[src/rtl/alu_sub_sequencer.sv]
// Byte-serial sequencer for the 16-bit subtract/flags ALU: 4-byte request in, 3-byte response out.
// Optional inter-byte timeout enabled by defining ALU_SUB_SEQ_TIMEOUT_EN.
module alu_sub_sequencer #(
  parameter int unsigned TIMEOUT_CYCLES = 100000
) (
  input  logic       clk,
  input  logic       rst,
  input  logic [7:0] rx_data,
  input  logic       rx_valid,
  output logic [7:0] tx_data,
  output logic       tx_valid,
  input  logic       tx_ready,
  output logic       busy,
  output logic       overrun,
  output logic       timeout
);

  typedef enum logic [2:0] {
    S_IDLE,
    S_RX1,
    S_RX2,
    S_RX3,
    S_EXEC,
    S_TX0,
    S_TX1,
    S_TX2
  } state_e;

  if (TIMEOUT_CYCLES < 2) begin : g_bad_timeout
    $error("TIMEOUT_CYCLES must be at least 2");
  end

  state_e      state_q, state_d;
  logic [15:0] a_q, a_d;
  logic [15:0] b_q, b_d;
  logic [15:0] r_q, r_d;
  logic [4:0]  f_q, f_d;
  logic [7:0]  tx_data_q, tx_data_d;
  logic        tx_valid_q, tx_valid_d;
  logic        overrun_q, overrun_d;
  logic        timeout_q, timeout_d;

  logic [16:0] diff;
  logic        flag_v;
  logic        flag_c;
  logic        flag_n;
  logic        flag_z;
  logic        flag_p;
  logic        tx_fire;
  logic        timeout_hit;

`ifdef ALU_SUB_SEQ_TIMEOUT_EN
  localparam int unsigned   CW       = $clog2(TIMEOUT_CYCLES);
  localparam logic [CW-1:0] GAP_LAST = CW'(TIMEOUT_CYCLES - 1);

  logic [CW-1:0] gap_q, gap_d;

  // Counter is held at zero outside RX1-RX3, which also clears it on entry to RX1.
  always_comb begin
    gap_d       = '0;
    timeout_hit = 1'b0;
    if (state_q inside {S_RX1, S_RX2, S_RX3}) begin
      if (rx_valid) begin
        gap_d = '0;
      end else if (gap_q == GAP_LAST) begin
        timeout_hit = 1'b1;
      end else begin
        gap_d = gap_q + 1'b1;
      end
    end
  end

  always_ff @(posedge clk) begin
    if (rst) begin
      gap_q <= '0;
    end else begin
      gap_q <= gap_d;
    end
  end
`else
  assign timeout_hit = 1'b0;
`endif

  // 17-bit subtract: bit 16 is the unsigned borrow.
  always_comb begin
    diff   = {1'b0, a_q} - {1'b0, b_q};
    flag_v = (a_q[15] ^ b_q[15]) & (diff[15] ^ a_q[15]);
    flag_c = diff[16];
    flag_n = diff[15];
    flag_z = (diff[15:0] == 16'h0000);
    flag_p = ~^diff[15:0];
  end

  assign tx_fire = tx_valid_q & tx_ready;

  always_comb begin
    state_d    = state_q;
    a_d        = a_q;
    b_d        = b_q;
    r_d        = r_q;
    f_d        = f_q;
    tx_data_d  = tx_data_q;
    tx_valid_d = tx_valid_q;
    overrun_d  = 1'b0;
    timeout_d  = 1'b0;

    unique case (state_q)
      S_IDLE: begin
        if (rx_valid) begin
          a_d[15:8] = rx_data;
          state_d   = S_RX1;
        end
      end
      S_RX1: begin
        if (rx_valid) begin
          a_d[7:0] = rx_data;
          state_d  = S_RX2;
        end else if (timeout_hit) begin
          timeout_d = 1'b1;
          state_d   = S_IDLE;
        end
      end
      S_RX2: begin
        if (rx_valid) begin
          b_d[15:8] = rx_data;
          state_d   = S_RX3;
        end else if (timeout_hit) begin
          timeout_d = 1'b1;
          state_d   = S_IDLE;
        end
      end
      S_RX3: begin
        if (rx_valid) begin
          b_d[7:0] = rx_data;
          state_d  = S_EXEC;
        end else if (timeout_hit) begin
          timeout_d = 1'b1;
          state_d   = S_IDLE;
        end
      end
      S_EXEC: begin
        overrun_d  = rx_valid;
        r_d        = diff[15:0];
        f_d        = {flag_v, flag_c, flag_n, flag_z, flag_p};
        tx_data_d  = diff[15:8];
        tx_valid_d = 1'b1;
        state_d    = S_TX0;
      end
      S_TX0: begin
        overrun_d = rx_valid;
        if (tx_fire) begin
          tx_data_d = r_q[7:0];
          state_d   = S_TX1;
        end
      end
      S_TX1: begin
        overrun_d = rx_valid;
        if (tx_fire) begin
          tx_data_d = {3'b000, f_q};
          state_d   = S_TX2;
        end
      end
      S_TX2: begin
        overrun_d = rx_valid;
        if (tx_fire) begin
          tx_valid_d = 1'b0;
          state_d    = S_IDLE;
        end
      end
      default: state_d = S_IDLE;
    endcase
  end

  always_ff @(posedge clk) begin
    if (rst) begin
      state_q    <= S_IDLE;
      a_q        <= '0;
      b_q        <= '0;
      r_q        <= '0;
      f_q        <= '0;
      tx_data_q  <= '0;
      tx_valid_q <= 1'b0;
      overrun_q  <= 1'b0;
      timeout_q  <= 1'b0;
    end else begin
      state_q    <= state_d;
      a_q        <= a_d;
      b_q        <= b_d;
      r_q        <= r_d;
      f_q        <= f_d;
      tx_data_q  <= tx_data_d;
      tx_valid_q <= tx_valid_d;
      overrun_q  <= overrun_d;
      timeout_q  <= timeout_d;
    end
  end

  assign tx_data  = tx_data_q;
  assign tx_valid = tx_valid_q;
  assign busy     = state_q inside {S_EXEC, S_TX0, S_TX1, S_TX2};
  assign overrun  = overrun_q;
  assign timeout  = timeout_q;

endmodule

[config.mk]
export PLATFORM = sky130hd
export DESIGN_NAME = alu_sub_sequencer
export DESIGN_NICKNAME = d
export VERILOG_FILES = /design/src/rtl/alu_sub_sequencer.sv
export SDC_FILE = /design/constraint.sdc
export NUM_CORES = 1
export LEC_CHECK = 0
export ABC_AREA = 0
export CORE_MARGIN = 2
export CORE_UTILIZATION = 38
export DETAILED_ROUTE_END_ITERATION = 16
export PLACE_DENSITY = 0.67
export SYNTH_ARGS = -nofsm -noshare
export SYNTH_HDL_FRONTEND = slang
export SYNTH_SLANG_ARGS = --single-unit
[constraint.sdc]
create_clock -name clk -period 4.9 [get_ports clk]
set_input_delay 0.98 -clock clk [delete_from_list [all_inputs] [get_ports clk]]
set_output_delay 0.98 -clock clk [all_outputs]
set_load 0.005 [all_outputs]
==> results of run 1 <==
cell families (layout without fill, tap and decap cells):
logic type | count (synthesis) | in the layout | share of synthesized area, %
buffers and inverters | 47 | 64 | 5.19
DFF | 58 | 58 | 33.0
adders and majority gates | 26 | 26 | 9.46
other | 1 | 1 | 0.107
muxes | 10 | 10 | 2.88
AOI/OAI and AO/OA | 117 | 117 | 21.9
xor gates and xnor gates | 21 | 21 | 5.23
and+or+nand+nor | 168 | 168 | 22.2
path summary, 6_finish.rpt:
check                               to  slack, ns
worst max-delay path            f_q[0]       1.70
worst min-delay path            a_q[0]       0.45
worst max register to register  f_q[0]       1.70
worst min register to register  a_q[0]       0.45
cell usage after synthesis (all sizes together) (8+ instances only):
cell type,count
nand2,79
dfxtp,58
a21oi,49
nor2,34
inv,26
ha,25
o21ai,18
clkbuf,17
xnor2,16
nand3,13
a21o,9
mux2i,9
and2,8
tightest hold or removal path, cell delays in order, from the launching register on:
cell,delay [ns]
dfxtp_1,0.31
nand2_1,0.05
a21oi_1,0.05
stage by stage:
stage                     setup slack [ns]  utilization [%]  hold slack, ns
after detailed placement              1.68             41.6           0.445
final                                 1.70             43.6           0.453
after global placement                1.74             41.6           0.442
after floorplan                       2.06                -           0.432
after global routing                  1.44             43.6           0.481
after CTS                             1.65             43.6           0.454
layer usage:
layer  track usage [%]  vias up  wire (µm)
li1                  -     1592          -
met1              24.7     1482       4190
met2              30.1       75       4120
met3              4.18       15        384
met4              7.17        0        142
met5                 0        -          0
flip-flops by register name, summed over array words and instances, names as in the netlist:
name,count
tx_data,8
r_q,8
state_q,3
a_q,16
overrun,1
f_q,5
tx_valid,1
b_q,16
area by class of cell:
| class | count | area, µm² | share of cell area (%) |
|---|---|---|---|
| multi-input cells | 343 | 2170 | 54.8 |
| flip-flops and latches | 58 | 1160 | 29.3 |
| repair buffers | 22 | 215 | 5.42 |
| clock buffers | 14 | 173 | 4.35 |
| well taps | 111 | 139 | 3.50 |
| inverters | 26 | 97.6 | 2.46 |
| clock inverters | 2 | 10.0 | 0.252 |
where the power goes:
group | switching [µW] | total [µW] | internal [µW] | leakage, µW
clock | 185 | 408 | 224 | 0.0000965
sequential | 15.2 | 502 | 486 | 0.000470
combinational | 240 | 437 | 197 | 0.000918
total | 440 | 1350 | 907 | 0.00148
==> flow_summary.json, run 1 <==
{
  "die_h_um": 100,
  "skew_ns": 0.00985,
  "mostFrequentLayoutCells": "nand2_1, dfxtp_1, a21oi_1",
  "routabilityCongestion": 0.891,
  "grt_pass1_vias": 2953,
  "routed_wirelength_um": 8840,
  "layout_commonest_cell": "nand2_1",
  "cp_top_family": "compound AO/OA/AOI/OAI gates",
  "tightest_slew_ns": 1.05,
  "drc_errors": 0,
  "cp.arrival_ns": 3.46,
  "hold_viol": 0,
  "crit_path_max_incr_delay_ns": 0.41,
  "dr.first_iter.drc_count": 154,
  "hold_depth": 2,
  "grt_pass1_wl_um": 14700,
  "syn_area_um2": 3520,
  "crit_cells": 14,
  "fillerInstances": 943,
  "yosys.area.top_type_share_pct": 33.0,
  "synth_edf_count": 0,
  "yosysSeqAreaShare_pct": 33.0,
  "finalSetupViolations": 0,
  "drive_above_1_share_pct": 6.45,
  "report.final.slew_viol_count": 0,
  "setup_tns_ns": 0,
  "cts_root_buffer": "clkbuf_8",
  "first_pass_iters": 4,
  "grt_setup_unrepaired": "false",
  "area_growth_pct": 12.8,
  "final_nets": 498,
  "worstPathMaxFanout": 5,
  "antenna_cells": 0,
  "cts_tree": "built",
  "clock-sinks": 58,
  "start_util_pct": 38.6,
  "async_flop_share_pct": 0,
  "slew_headroom_pct": 29.3,
  "wl_per_cell_um": 15.3,
  "core_um2": 9110,
  "dieArea_um2": 10000,
  "critPathKind": "flop to flop",
  "post-dp-hpwl_um": 6640,
  "fp-row-count": 35,
  "overflow": 0,
  "drt.antenna.violating_nets": 0,
  "hold_class": "flop to flop",
  "hold_start": "a_q[0]",
  "yosysWarnings": 0,
  "ys_ff_latch": 58,
  "vias_per_cell": 5.49,
  "dp_cells": 560,
  "io_pins": 24,
  "synth.area.top_cells": "dfxtp_1, ha_1, nand2_1, a21oi_1, xnor2_1",
  "final_area_um2": 3970,
  "cp_slowest_cell": "fa_1",
  "crit_start": "a_q[0]",
  "start_kind": "flop",
  "postCtsSetupRepairBufs": 0,
  "placement.cell_area_um2": 3790,
  "ir_worst_vdd_uv": 162,
  "status": "finished, final reports clean",
  "grt_max_degree": 55,
  "finalCriticalPeriod_ns": 3.20,
  "final_cells": 576,
  "fmax_ghz": 0.313,
  "crit_path_frequent_cell": "xnor2_1",
  "syn_avg_cell_area_um2": 7.85,
  "cts_max_level": 3,
  "grt_antenna_before_repair": 0,
  "p_total_uw": 1350,
  "path_buf_inv": 1,
  "p_leak_uw": 0.00148,
  "port-buffer-count": 22,
  "required_ns": 5.16,
  "synth-main-ff-cell": "dfxtp_1",
  "grt_usage_pct": 18.8,
  "clock_latency_ns": 0.34,
  "cts_hold_buf": 0,
  "die_x_um": 100,
  "power_density_nw_per_um2": 339,
  "synth_nets": 486,
  "synthCells": 448,
  "end_kind": "flop",
  "drv_cap": 0,
  "clkTransAtPathRegs_ns": 0.06,
  "yosys.cell_types.count": 59,
  "crit_chain": "inv_1 > ha_1 > fa_1 > nand2b_1 > a21o_1 > a22oi_2 > a32oi_1 > a311oi_1 > ha_1 > xnor2_1 > xnor2_1 > xnor2_1 > nand2_1 > a21oi_1",
  "clockBufferDepth": 2,
  "cts_resized": 0,
  "cts_buffers": 9,
  "finalCritPeriodShare_pct": 65.3,
  "reg2reg_depth": 14,
  "num_vias": 3164,
  "synth.largest_area_cell": "dfxtp_1",
  "r2r_start": "a_q[0]"
}
Note: power is estimated with default switching activity, not from simulation.
==> run 2: changes to the inputs <==
Settings changed: PLACE_DENSITY 0.67 to 0.7.
Clock period 4.9 ns to 2.75 ns, I/O delays scaled along.
==> run 2 against run 1 <==
Critical path type unchanged. Critical path depth stayed put. Register-to-register slack worse by 1.8 ns. Die area stayed put. Maximum frequency is 14% higher. Critical endpoint unchanged. Wire length is 11% higher. The flow now finishes with violations (negative setup slack). Clock power is 110% higher. Worst setup slack worse by 1.8 ns. Via count is 8.0% higher. Flip-flop and latch count stayed put.
==> flow_summary.json, run 2 (synthesis results as in run 1) <==
{
  "routed_wirelength_um": 9780,
  "tightest_slew_ns": 0.672,
  "routed-wl-met2_um": 4660,
  "violations": "negative setup slack",
  "area_growth_pct": 32.9,
  "hold_viol": 0,
  "p_leak_uw": 0.00182,
  "cp_slowest_cell": "dfxtp_2",
  "power_density_nw_per_um2": 626,
  "reg2reg_depth": 14,
  "drc_errors": 0,
  "dr.first_iter.drc_count": 161,
  "dieArea_um2": 10000,
  "final_cells": 629,
  "skew_ns": 0.0102,
  "cts_buffers": 9,
  "wl_per_cell_um": 15.5,
  "crit_path_frequent_cell": "xnor2_1",
  "m1WireLength_um": 4340,
  "cts_tree": "built",
  "r2r_slack_ns": -0.06,
  "finalCritPeriodShare_pct": 102,
  "grt_setup_unrepaired": "true",
  "first_pass_iters": 5,
  "clock_latency_ns": 0.35,
  "r2r_start": "a_q[0]",
  "grt_usage_pct": 20.2,
  "clockBufferDepth": 2,
  "cts_max_level": 3,
  "dp_cells": 610,
  "reg2reg_to": "f_q[0]",
  "grt_max_degree": 43,
  "routabilityCongestion": 0.906,
  "grt_antenna_before_repair": 0,
  "critPathKind": "flop to flop",
  "cp.arrival_ns": 3.09,
  "end_kind": "flop",
  "num_vias": 3418,
  "required_ns": 3.03,
  "status": "finished, violations left",
  "crit_path_max_incr_delay_ns": 0.33,
  "die_x_um": 100,
  "crit_chain": "inv_2 > ha_4 > fa_2 > nand2b_4 > a21o_1 > a22oi_2 > a32oi_2 > a311oi_1 > ha_1 > xnor2_1 > xnor2_1 > xnor2_1 > nand2_1 > a21oi_1",
  "port-buffer-count": 22,
  "core_um2": 9110,
  "clkTransAtPathRegs_ns": 0.07,
  "finalCriticalPeriod_ns": 2.81,
  "grt_pass1_vias": 3267,
  "io_pins": 24,
  "setup_ws_ns": -0.0575,
  "grt_pass1_wl_um": 15700,
  "drive_above_1_share_pct": 23.2,
  "layout_commonest_cell": "nand2_1",
  "endpoint": "f_q[0]",
  "report.final.slew_viol_count": 0,
  "start_kind": "flop",
  "worstPathMaxFanout": 3,
  "overflow": 0,
  "final_nets": 552,
  "hold_class": "flop to flop",
  "ir_worst_vdd_uv": 313,
  "wl_met3_um": 478,
  "slew_headroom_pct": 55.0,
  "fp-row-count": 35,
  "post-dp-hpwl_um": 7090,
  "p_total_uw": 2930,
  "mostFrequentLayoutCells": "nand2_1, dfxtp_1, buf_4",
  "fmax_ghz": 0.356,
  "vias_per_cell": 5.43,
  "clock-sinks": 58,
  "start_util_pct": 38.6,
  "hold_start": "f_q[0]",
  "finalSetupViolations": 1,
  "cts_root_buffer": "clkbuf_8",
  "reg_top3": "a_q x16, b_q x16",
  "drt.antenna.violating_nets": 0,
  "antenna_cells": 0,
  "die_h_um": 100,
  "dp_slack_ns": -0.285,
  "drv_cap": 0,
  "top_layer_used": "met4",
  "crit_start": "a_q[0]"
}
run 2: power by group:
group | switching [µW] | internal, µW | total (µW)
clock | 338 | 537 | 875
combinational | 560 | 598 | 1160
sequential | 26.4 | 867 | 893
run 2: layout make-up:
cell class | instances | area [µm²]
multi-input cells | 343 | 2430
inverters | 26 | 97.6
clock buffers | 14 | 193
flip-flops and latches | 58 | 1160
fillers | 850 | 4430
well taps | 111 | 139
clock inverters | 1 | 30.0
repair buffers | 76 | 624
run 2: layer usage:
| metal | up-vias | global-route usage, % |
|---|---|---|
| li1 | 1701 | - |
| met1 | 1585 | 24.7 |
| met2 | 103 | 33.3 |
| met3 | 29 | 5.50 |
| met4 | 0 | 9.06 |
| met5 | - | 0 |
run 2: repair_timing:
item	in CTS	in global routing
pin swaps	21	7
resized for setup	27	13
endpoints found under the setup margin	1	1
hold buffers	0	0
buffers inserted	4	0
run 2: how the worst min path moves through the flow:
stage	cells after the start	to	slack, ns
6_report	2	f_q[0]	0.45
4_1_cts	2	f_q[0]	0.45
5_1_grt	2	a_q[5]	0.47
3_5_place_dp	2	f_q[0]	0.45
2_1_floorplan	2	f_q[3]	0.43
3_3_place_gp	2	b_q[5]	0.44
run 2: worst max-delay path: cells and delay by family, from the launching register on:
family	cells	cell delay, ns
xor gates and xnor gates	3	0.47
AOI/OAI and AO/OA	5	0.90
adders and majority gates	3	0.76
and+or+nand+nor	2	0.21
buffers and inverters	1	0.05
DFF	1	0.33
run 2: through the flow:
step,instance area (µm²),utilization (%),hold slack (ns),TNS (ns)
after floorplan,3550,-,0.432,-0.0633
after global placement,4190,46.0,0.444,-0.215
after detailed placement,4190,46.0,0.449,-0.285
after CTS,4600,50.5,0.454,-0.0927
after global routing,4680,51.3,0.472,-0.248
final,4680,51.3,0.451,-0.0575
